==> src/rtl/pe_feeder.sv <==
`default_nettype none
// ============================================================================
//  Module      : pe_feeder
//  Description : Sequences one PE run: replays a stored instruction program,
//                streams a full register-file burst from a data FIFO, times
//                the iteration loop, flags the last iteration (alpha) and
//                captures the PE result.
//  Revision    : 1.0 - initial release
// ============================================================================
module pe_feeder #(
    parameter int DATA_WIDTH = 16,
    parameter int INST_WIDTH = 32,
    parameter int REG_NUM    = 8,
    parameter int INST_NUM   = 16,
    parameter int ITER_NUM   = 4,
    parameter int ITER_LEN   = 20
) (
    input  logic                    clk,
    input  logic                    rst,
    input  logic                    cfg_clr,
    input  logic                    cfg_inst_v,
    input  logic [INST_WIDTH-1:0]   cfg_inst,
    input  logic                    s_v,
    input  logic [DATA_WIDTH*2-1:0] s_data,
    output logic                    s_rdy,
    input  logic                    start,
    output logic                    inst_in_v,
    output logic [INST_WIDTH-1:0]   inst_in,
    output logic                    din_pe_v,
    output logic [DATA_WIDTH*2-1:0] din_pe,
    output logic                    alpha_v,
    input  logic                    dout_pe_v,
    input  logic [DATA_WIDTH*2-1:0] dout_pe,
    output logic                    m_v,
    output logic [DATA_WIDTH*2-1:0] m_data,
    output logic                    busy,
    output logic                    done
);

    localparam int C_WORD_W  = DATA_WIDTH * 2;
    localparam int C_DEPTH   = REG_NUM * 2;
    localparam int C_PTR_W   = (C_DEPTH > 1) ? $clog2(C_DEPTH) : 1;
    localparam int C_FCNT_W  = $clog2(C_DEPTH + 1);
    localparam int C_IDX_W   = (INST_NUM > 1) ? $clog2(INST_NUM) : 1;
    localparam int C_ICNT_W  = $clog2(INST_NUM + 1);
    localparam int C_SEQ_MAX = (INST_NUM > C_DEPTH) ? INST_NUM : C_DEPTH;
    localparam int C_SEQ_W   = $clog2(C_SEQ_MAX + 1);
    localparam int C_ITER_W  = (ITER_NUM > 1) ? $clog2(ITER_NUM) : 1;
    localparam int C_LEN_W   = (ITER_LEN > 1) ? $clog2(ITER_LEN) : 1;

    typedef enum logic [2:0] {
        S_IDLE      = 3'd0,
        S_SEND_INST = 3'd1,
        S_WAIT_DATA = 3'd2,
        S_SEND_DATA = 3'd3,
        S_RUN       = 3'd4,
        S_DRAIN     = 3'd5
    } state_t;

    state_t                state_q, state_d;
    logic [C_ICNT_W-1:0]   inst_cnt_q, inst_cnt_d;
    logic [C_SEQ_W-1:0]    seq_q, seq_d;       // word index in SEND_INST/SEND_DATA, cycle in DRAIN
    logic [C_ITER_W-1:0]   iter_q, iter_d;
    logic [C_LEN_W-1:0]    cyc_q, cyc_d;
    logic [C_PTR_W-1:0]    wr_ptr_q, wr_ptr_d;
    logic [C_PTR_W-1:0]    rd_ptr_q, rd_ptr_d;
    logic [C_FCNT_W-1:0]   fcnt_q, fcnt_d;
    logic                  alpha_d1_q, alpha_d1_d;
    logic                  m_v_q, m_v_d;
    logic [C_WORD_W-1:0]   m_data_q, m_data_d;

    logic [INST_WIDTH-1:0] inst_mem_q [INST_NUM];
    logic [C_WORD_W-1:0]   fifo_mem_q [C_DEPTH];

    logic inst_we;
    logic push;
    logic pop;
    logic full;
    logic last_inst;

    assign full      = (fcnt_q == C_FCNT_W'(C_DEPTH));
    assign s_rdy     = !full;
    assign push      = s_v && !full;
    assign last_inst = (seq_q == (C_SEQ_W'(inst_cnt_q) - C_SEQ_W'(1)));
    assign m_v       = m_v_q;
    assign m_data    = m_data_q;

    // FIFO pointer and occupancy bookkeeping; pop is owned by the FSM
    always_comb begin
        wr_ptr_d = wr_ptr_q;
        rd_ptr_d = rd_ptr_q;
        fcnt_d   = fcnt_q;
        if (push) begin
            wr_ptr_d = (wr_ptr_q == C_PTR_W'(C_DEPTH - 1)) ? '0 : wr_ptr_q + C_PTR_W'(1);
        end
        if (pop) begin
            rd_ptr_d = (rd_ptr_q == C_PTR_W'(C_DEPTH - 1)) ? '0 : rd_ptr_q + C_PTR_W'(1);
        end
        if (push && !pop) begin
            fcnt_d = fcnt_q + C_FCNT_W'(1);
        end else if (pop && !push) begin
            fcnt_d = fcnt_q - C_FCNT_W'(1);
        end
    end

    // Main sequencer: next state, counters and PE-side strobes
    always_comb begin
        state_d    = state_q;
        inst_cnt_d = inst_cnt_q;
        seq_d      = seq_q;
        iter_d     = iter_q;
        cyc_d      = cyc_q;
        inst_we    = 1'b0;
        pop        = 1'b0;
        inst_in_v  = 1'b0;
        inst_in    = '0;
        din_pe_v   = 1'b0;
        din_pe     = '0;
        alpha_v    = 1'b0;
        done       = 1'b0;
        busy       = (state_q != S_IDLE);
        case (state_q)
            S_IDLE: begin
                if (cfg_clr) begin
                    inst_cnt_d = '0;
                end else if (cfg_inst_v && (inst_cnt_q < C_ICNT_W'(INST_NUM))) begin
                    inst_we    = 1'b1;
                    inst_cnt_d = inst_cnt_q + C_ICNT_W'(1);
                end
                if (start && (inst_cnt_q != '0)) begin
                    state_d = S_SEND_INST;
                    seq_d   = '0;
                end
            end
            S_SEND_INST: begin
                inst_in_v = 1'b1;
                inst_in   = inst_mem_q[seq_q[C_IDX_W-1:0]];
                if (last_inst) begin
                    seq_d = '0;
                    // A burst already waiting skips WAIT_DATA so data follows without a bubble
                    state_d = full ? S_SEND_DATA : S_WAIT_DATA;
                end else begin
                    seq_d = seq_q + C_SEQ_W'(1);
                end
            end
            S_WAIT_DATA: begin
                if (full) begin
                    state_d = S_SEND_DATA;
                    seq_d   = '0;
                end
            end
            S_SEND_DATA: begin
                pop      = 1'b1;
                din_pe_v = 1'b1;
                din_pe   = fifo_mem_q[rd_ptr_q];
                if (seq_q == C_SEQ_W'(C_DEPTH - 1)) begin
                    state_d = S_RUN;
                    seq_d   = '0;
                    iter_d  = '0;
                    cyc_d   = '0;
                end else begin
                    seq_d = seq_q + C_SEQ_W'(1);
                end
            end
            S_RUN: begin
                alpha_v = (iter_q == C_ITER_W'(ITER_NUM - 1));
                if (cyc_q == C_LEN_W'(ITER_LEN - 1)) begin
                    cyc_d = '0;
                    if (iter_q == C_ITER_W'(ITER_NUM - 1)) begin
                        iter_d  = '0;
                        state_d = S_DRAIN;
                        seq_d   = '0;
                    end else begin
                        iter_d = iter_q + C_ITER_W'(1);
                    end
                end else begin
                    cyc_d = cyc_q + C_LEN_W'(1);
                end
            end
            S_DRAIN: begin
                if (seq_q == C_SEQ_W'(1)) begin
                    done    = 1'b1;
                    state_d = S_IDLE;
                    seq_d   = '0;
                end else begin
                    seq_d = seq_q + C_SEQ_W'(1);
                end
            end
            default: begin
                state_d = S_IDLE;
            end
        endcase
    end

    // Result capture one cycle behind alpha; m_data holds between captures
    always_comb begin
        alpha_d1_d = alpha_v;
        m_v_d      = alpha_d1_q & dout_pe_v;
        m_data_d   = m_v_d ? dout_pe : m_data_q;
    end

    // State and counter registers
    always_ff @(posedge clk) begin
        if (rst) begin
            state_q    <= S_IDLE;
            inst_cnt_q <= '0;
            seq_q      <= '0;
            iter_q     <= '0;
            cyc_q      <= '0;
            wr_ptr_q   <= '0;
            rd_ptr_q   <= '0;
            fcnt_q     <= '0;
            alpha_d1_q <= 1'b0;
            m_v_q      <= 1'b0;
            m_data_q   <= '0;
        end else begin
            state_q    <= state_d;
            inst_cnt_q <= inst_cnt_d;
            seq_q      <= seq_d;
            iter_q     <= iter_d;
            cyc_q      <= cyc_d;
            wr_ptr_q   <= wr_ptr_d;
            rd_ptr_q   <= rd_ptr_d;
            fcnt_q     <= fcnt_d;
            alpha_d1_q <= alpha_d1_d;
            m_v_q      <= m_v_d;
            m_data_q   <= m_data_d;
        end
    end

    // Storage arrays need no reset: contents are only read behind valid counts
    always_ff @(posedge clk) begin
        if (inst_we) begin
            inst_mem_q[inst_cnt_q[C_IDX_W-1:0]] <= cfg_inst;
        end
        if (push) begin
            fifo_mem_q[wr_ptr_q] <= s_data;
        end
    end

endmodule
`default_nettype wire

==> config.mk <==
export PLATFORM = sky130hd
export DESIGN_NAME = pe_feeder
export DESIGN_NICKNAME = d
export VERILOG_FILES = /design/src/rtl/pe_feeder.sv
export SDC_FILE = /design/constraint.sdc
export NUM_CORES = 1
export LEC_CHECK = 0
export CORE_AREA = 2 2 294 296
export DETAILED_ROUTE_END_ITERATION = 12
export DIE_AREA = 0 0 296 298
export PLACE_DENSITY = 0.68
export REMOVE_ABC_BUFFERS = 1
export SETUP_SLACK_MARGIN = 0.02
export SYNTH_ARGS = -nofsm -noshare
export SYNTH_HDL_FRONTEND = slang
export SYNTH_SLANG_ARGS = --single-unit
==> constraint.sdc <==
create_clock -name clk -period 11.23 [get_ports clk]
set_input_delay 2.8075 -clock clk [delete_from_list [all_inputs] [get_ports clk]]
set_output_delay 2.8075 -clock clk [all_outputs]
set_load 0.02 [all_outputs]
==> results.toml <==
[cts]
cts_resized = 0
cts.sinks = 1099
ctsHtreeMaxLevel = 3
clk_pin_slew_worst_paths_ps = 60
post_cts_buffers = 0
cts_tree = "built"
cts_root_buffer = "clkbuf_16"
clk-insertion-delay-late_ps = 700
cts_buffers = 109
cts_hold_buf = 0
clock_path_buffers = 3

[power]
p_leak_nw = 15.0
finalPower_mw = 8.62
p_sw_mw = 1.82
power.internal_mw = 6.80
pwr-share-comb_pct = 5.8
p_sw_share_pct = 21.1
pwr-share-seq_pct = 53.1
ir_drop_mv = 0.144
power_frac_clock_pct = 41.1
p_per_area_nw_per_um2 = 175

[flow_run]
max_cap_viol_count = 0

[final_layout]
seq_area_um2 = 32300
fin_nets = 2321
fin_util_pct = 58.2
drive_gt1_share_pct = 24.9
syn_to_final_growth_pct = 17.0
multiInputGateArea_um2 = 9680
fillCellCount = 6178

[timing]
fin_skew_ps = 51.5
finalSetupViolCount = 0
tightest_slew_ps = 1090
rsz0062_at_grt = "false"
setup-tns-final_ps = 0
final-hold-violation-count = 0
drv_slew = 0
period_needed_ps = 7200
slew_headroom_pct = 27.6
fmax_ghz = 0.139
post-route-period-util_pct = 64.1

[detailed_routing]
remaining_drc_errors = 0
first_iter_violations = 1769
routed_wl_mm = 90.0
viasPerCell = 5.80
wire_per_inst_um = 26.2
drtAntennaViolNets = 0
drt_first_pass_iters = 5
num_vias = 19900

[global_route]
grt_pass1_wl_mm = 134
antenna_found_initial = 7
grt_max_degree = 99
grt_pass1_vias = 20900
gr-total-overflow = 0
track_usage_pct = 20.7

[yosys]
synthArstFlopShare_pct = 0
ys_seq_area_share_pct = 76.4
synth_seq_cells = 1099
yosysUniqueCellTypes = 46
synth_top_flop_cell = "edfxtp_1"
ys.warnings.count = 0
netlist_instances = 1940
mappedNetlistArea_um2 = 42200
synth_enable_flop_cells = 1024
avgSynthCellArea_um2 = 21.8

[worst_setup_path]
reg2reg_setup_slack_ps = 7740
cp.required_ps = 8420
crit_top_cell = "mux4_2"
cp_cell_sequence = "buf_4 > mux4_2 > mux4_2 > nor2b_1 > clkdlybuf4s50_1"
critPathKind = "reg -> out"
start_kind = "flip-flop"
end_kind = "primary output"
cp.arrival_ps = 4390
cp_max_fo = 68
crit_family = "buffers and inverters"
crit_buf_inv = 2
slowest_stage = "dfxtp_4"
max_stage_delay_ps = 1030

[floorplan]
start_util_pct = 49.8
die_height_um = 298
io_pins = 206
rows = 107
die_x_um = 296
core-area_um2 = 84900
die_area_um2 = 88200

[placement]
place_congestion = 0.748
port_buffers = 205
dp_hpwl_mm = 45.3

[outcome]
status = "finished, final reports clean"

[worst_hold_path]
hold_class = "reg -> reg"
## final timing paths
path              cells past startpoint  startpoint     endpoint
setup / recovery                      5   flip-flop  inst_in[23]
setup reg to reg                     12  state_q[1]    fcnt_q[4]
hold / removal                        2  m_data[14]   m_data[14]
hold reg to reg                       2  m_data[14]   m_data[14]
## state kept, by name (all words and copies together) (netlist names), named ones only
register and count:
wr_ptr_q 4, rd_ptr_q 4, inst_mem_q 512, m_v 1, state_q 3, cyc_q 5, alpha_d1_q 1, iter_q 2
inst_cnt_q 5, fifo_mem_q 512, seq_q 5, fcnt_q 5, m_data 32
## per-stage QoR
stage / hold slack (ps) / setup slack [ps] / cells / instance area [um^2]
3_5_place_dp: 450 / 4720 / 3231 / 45800
3_3_place_gp: 441 / 4760 / 3231 / 45800
2_1_floorplan: 445 / 1790 / 1838 / 41800
6_report: 453 / 4030 / 3438 / 49400
5_1_grt: 473 / 3890 / 3436 / 49400
4_1_cts: 458 / 3970 / 3434 / 49400
## placed cells by master (no fill, tap or decap), types with 8 or more instances in the layout
cell type           n
a21oi_1            59
and2_1             35
buf_4              43
bufinv_16           9
clkbuf_1           21
clkbuf_16         109
clkdlybuf4s50_1   204
clkinv_1           21
clkinv_2           24
dfxtp_1            67
edfxtp_1         1024
ha_1               19
inv_1              19
mux4_2            320
nand2_1            94
nor2_1             33
nor2_4             24
nor2b_1            35
nor3_2              8
o21ai_0            12
## cell usage after synthesis, types with 5 or more instances
library cell	instances	area [um^2]
clkbuf_1	50	188
a21oi_1	59	295
inv_1	19	71.3
nor3_1	11	55.1
and2_1	36	225
mux4_2	320	7210
nor2_1	57	214
nand3_1	7	35.0
buf_2	31	155
buf_1	16	60.1
dfxtp_1	75	1500
xor2_1	7	61.3
a211oi_1	5	37.5
ha_1	19	238
o21ai_0	12	60.1
nand2b_1	6	37.5
nand2_1	95	357
nor2b_1	35	219
edfxtp_1	1024	30700
## cells by family (layout without fill, tap and decap cells)
| family | after synthesis | after routing | share of synthesized area (%) |
|---|---|---|---|
| AOI/OAI and AO/OA | 106 | 106 | 1.48 |
| adders and majority gates | 20 | 20 | 0.610 |
| and+or+nand+nor | 259 | 259 | 2.91 |
| buffers and inverters | 121 | 471 | 1.23 |
| other | 0 | 4 | 0 |
| muxes | 324 | 324 | 17.2 |
| DFF | 1099 | 1099 | 76.4 |
| xor gates and xnor gates | 11 | 11 | 0.228 |
## worst reg2reg max path, delay by kind of cell (launching register included)
| kind | cells | cell delay [ps] |
|---|---|---|
| compound gates | 3 | 530 |
| xor+xnor | 1 | 110 |
| fa+ha+maj | 2 | 550 |
| buf+inv | 3 | 890 |
| flops | 1 | 520 |
| simple gates | 3 | 820 |
## power by group through the flow
stage | Sequential (mW) | Clock [mW] | Combinational [mW]
5_1_grt | 4.58 | 3.75 | 0.544
6_report | 4.58 | 3.54 | 0.502
3_3_place_gp | 4.66 | 0 | 0.495
4_1_cts | 4.58 | 3.61 | 0.511
3_5_place_dp | 4.66 | 0 | 0.508
2_1_floorplan | 4.68 | 0 | 0.317
## per-layer routing
| metal | share of wire (%) | GRT usage, % | vias to the layer above | routed length (um) |
|---|---|---|---|---|
| met4 | 2.1 | 5.48 | 6 | 1930 |
| met5 | 0.048 | 0 | - | 43 |
| li1 | - | - | 8559 | - |
| met1 | 39 | 27.5 | 10600 | 35000 |
| met3 | 6.5 | 3.39 | 143 | 5890 |
| met2 | 52 | 35.5 | 658 | 47100 |
## area by class of cell
cell class	instances	share of cell area, %
antenna	4	0.0203
timing repair buffer	249	4.84
clock inverter	72	1.45
inverter	19	0.144
sequential	1099	65.3
multi-input combinational	720	19.6
clock buffer	131	5.71
tap	1144	2.90
(Power assumes the default switching activity.)
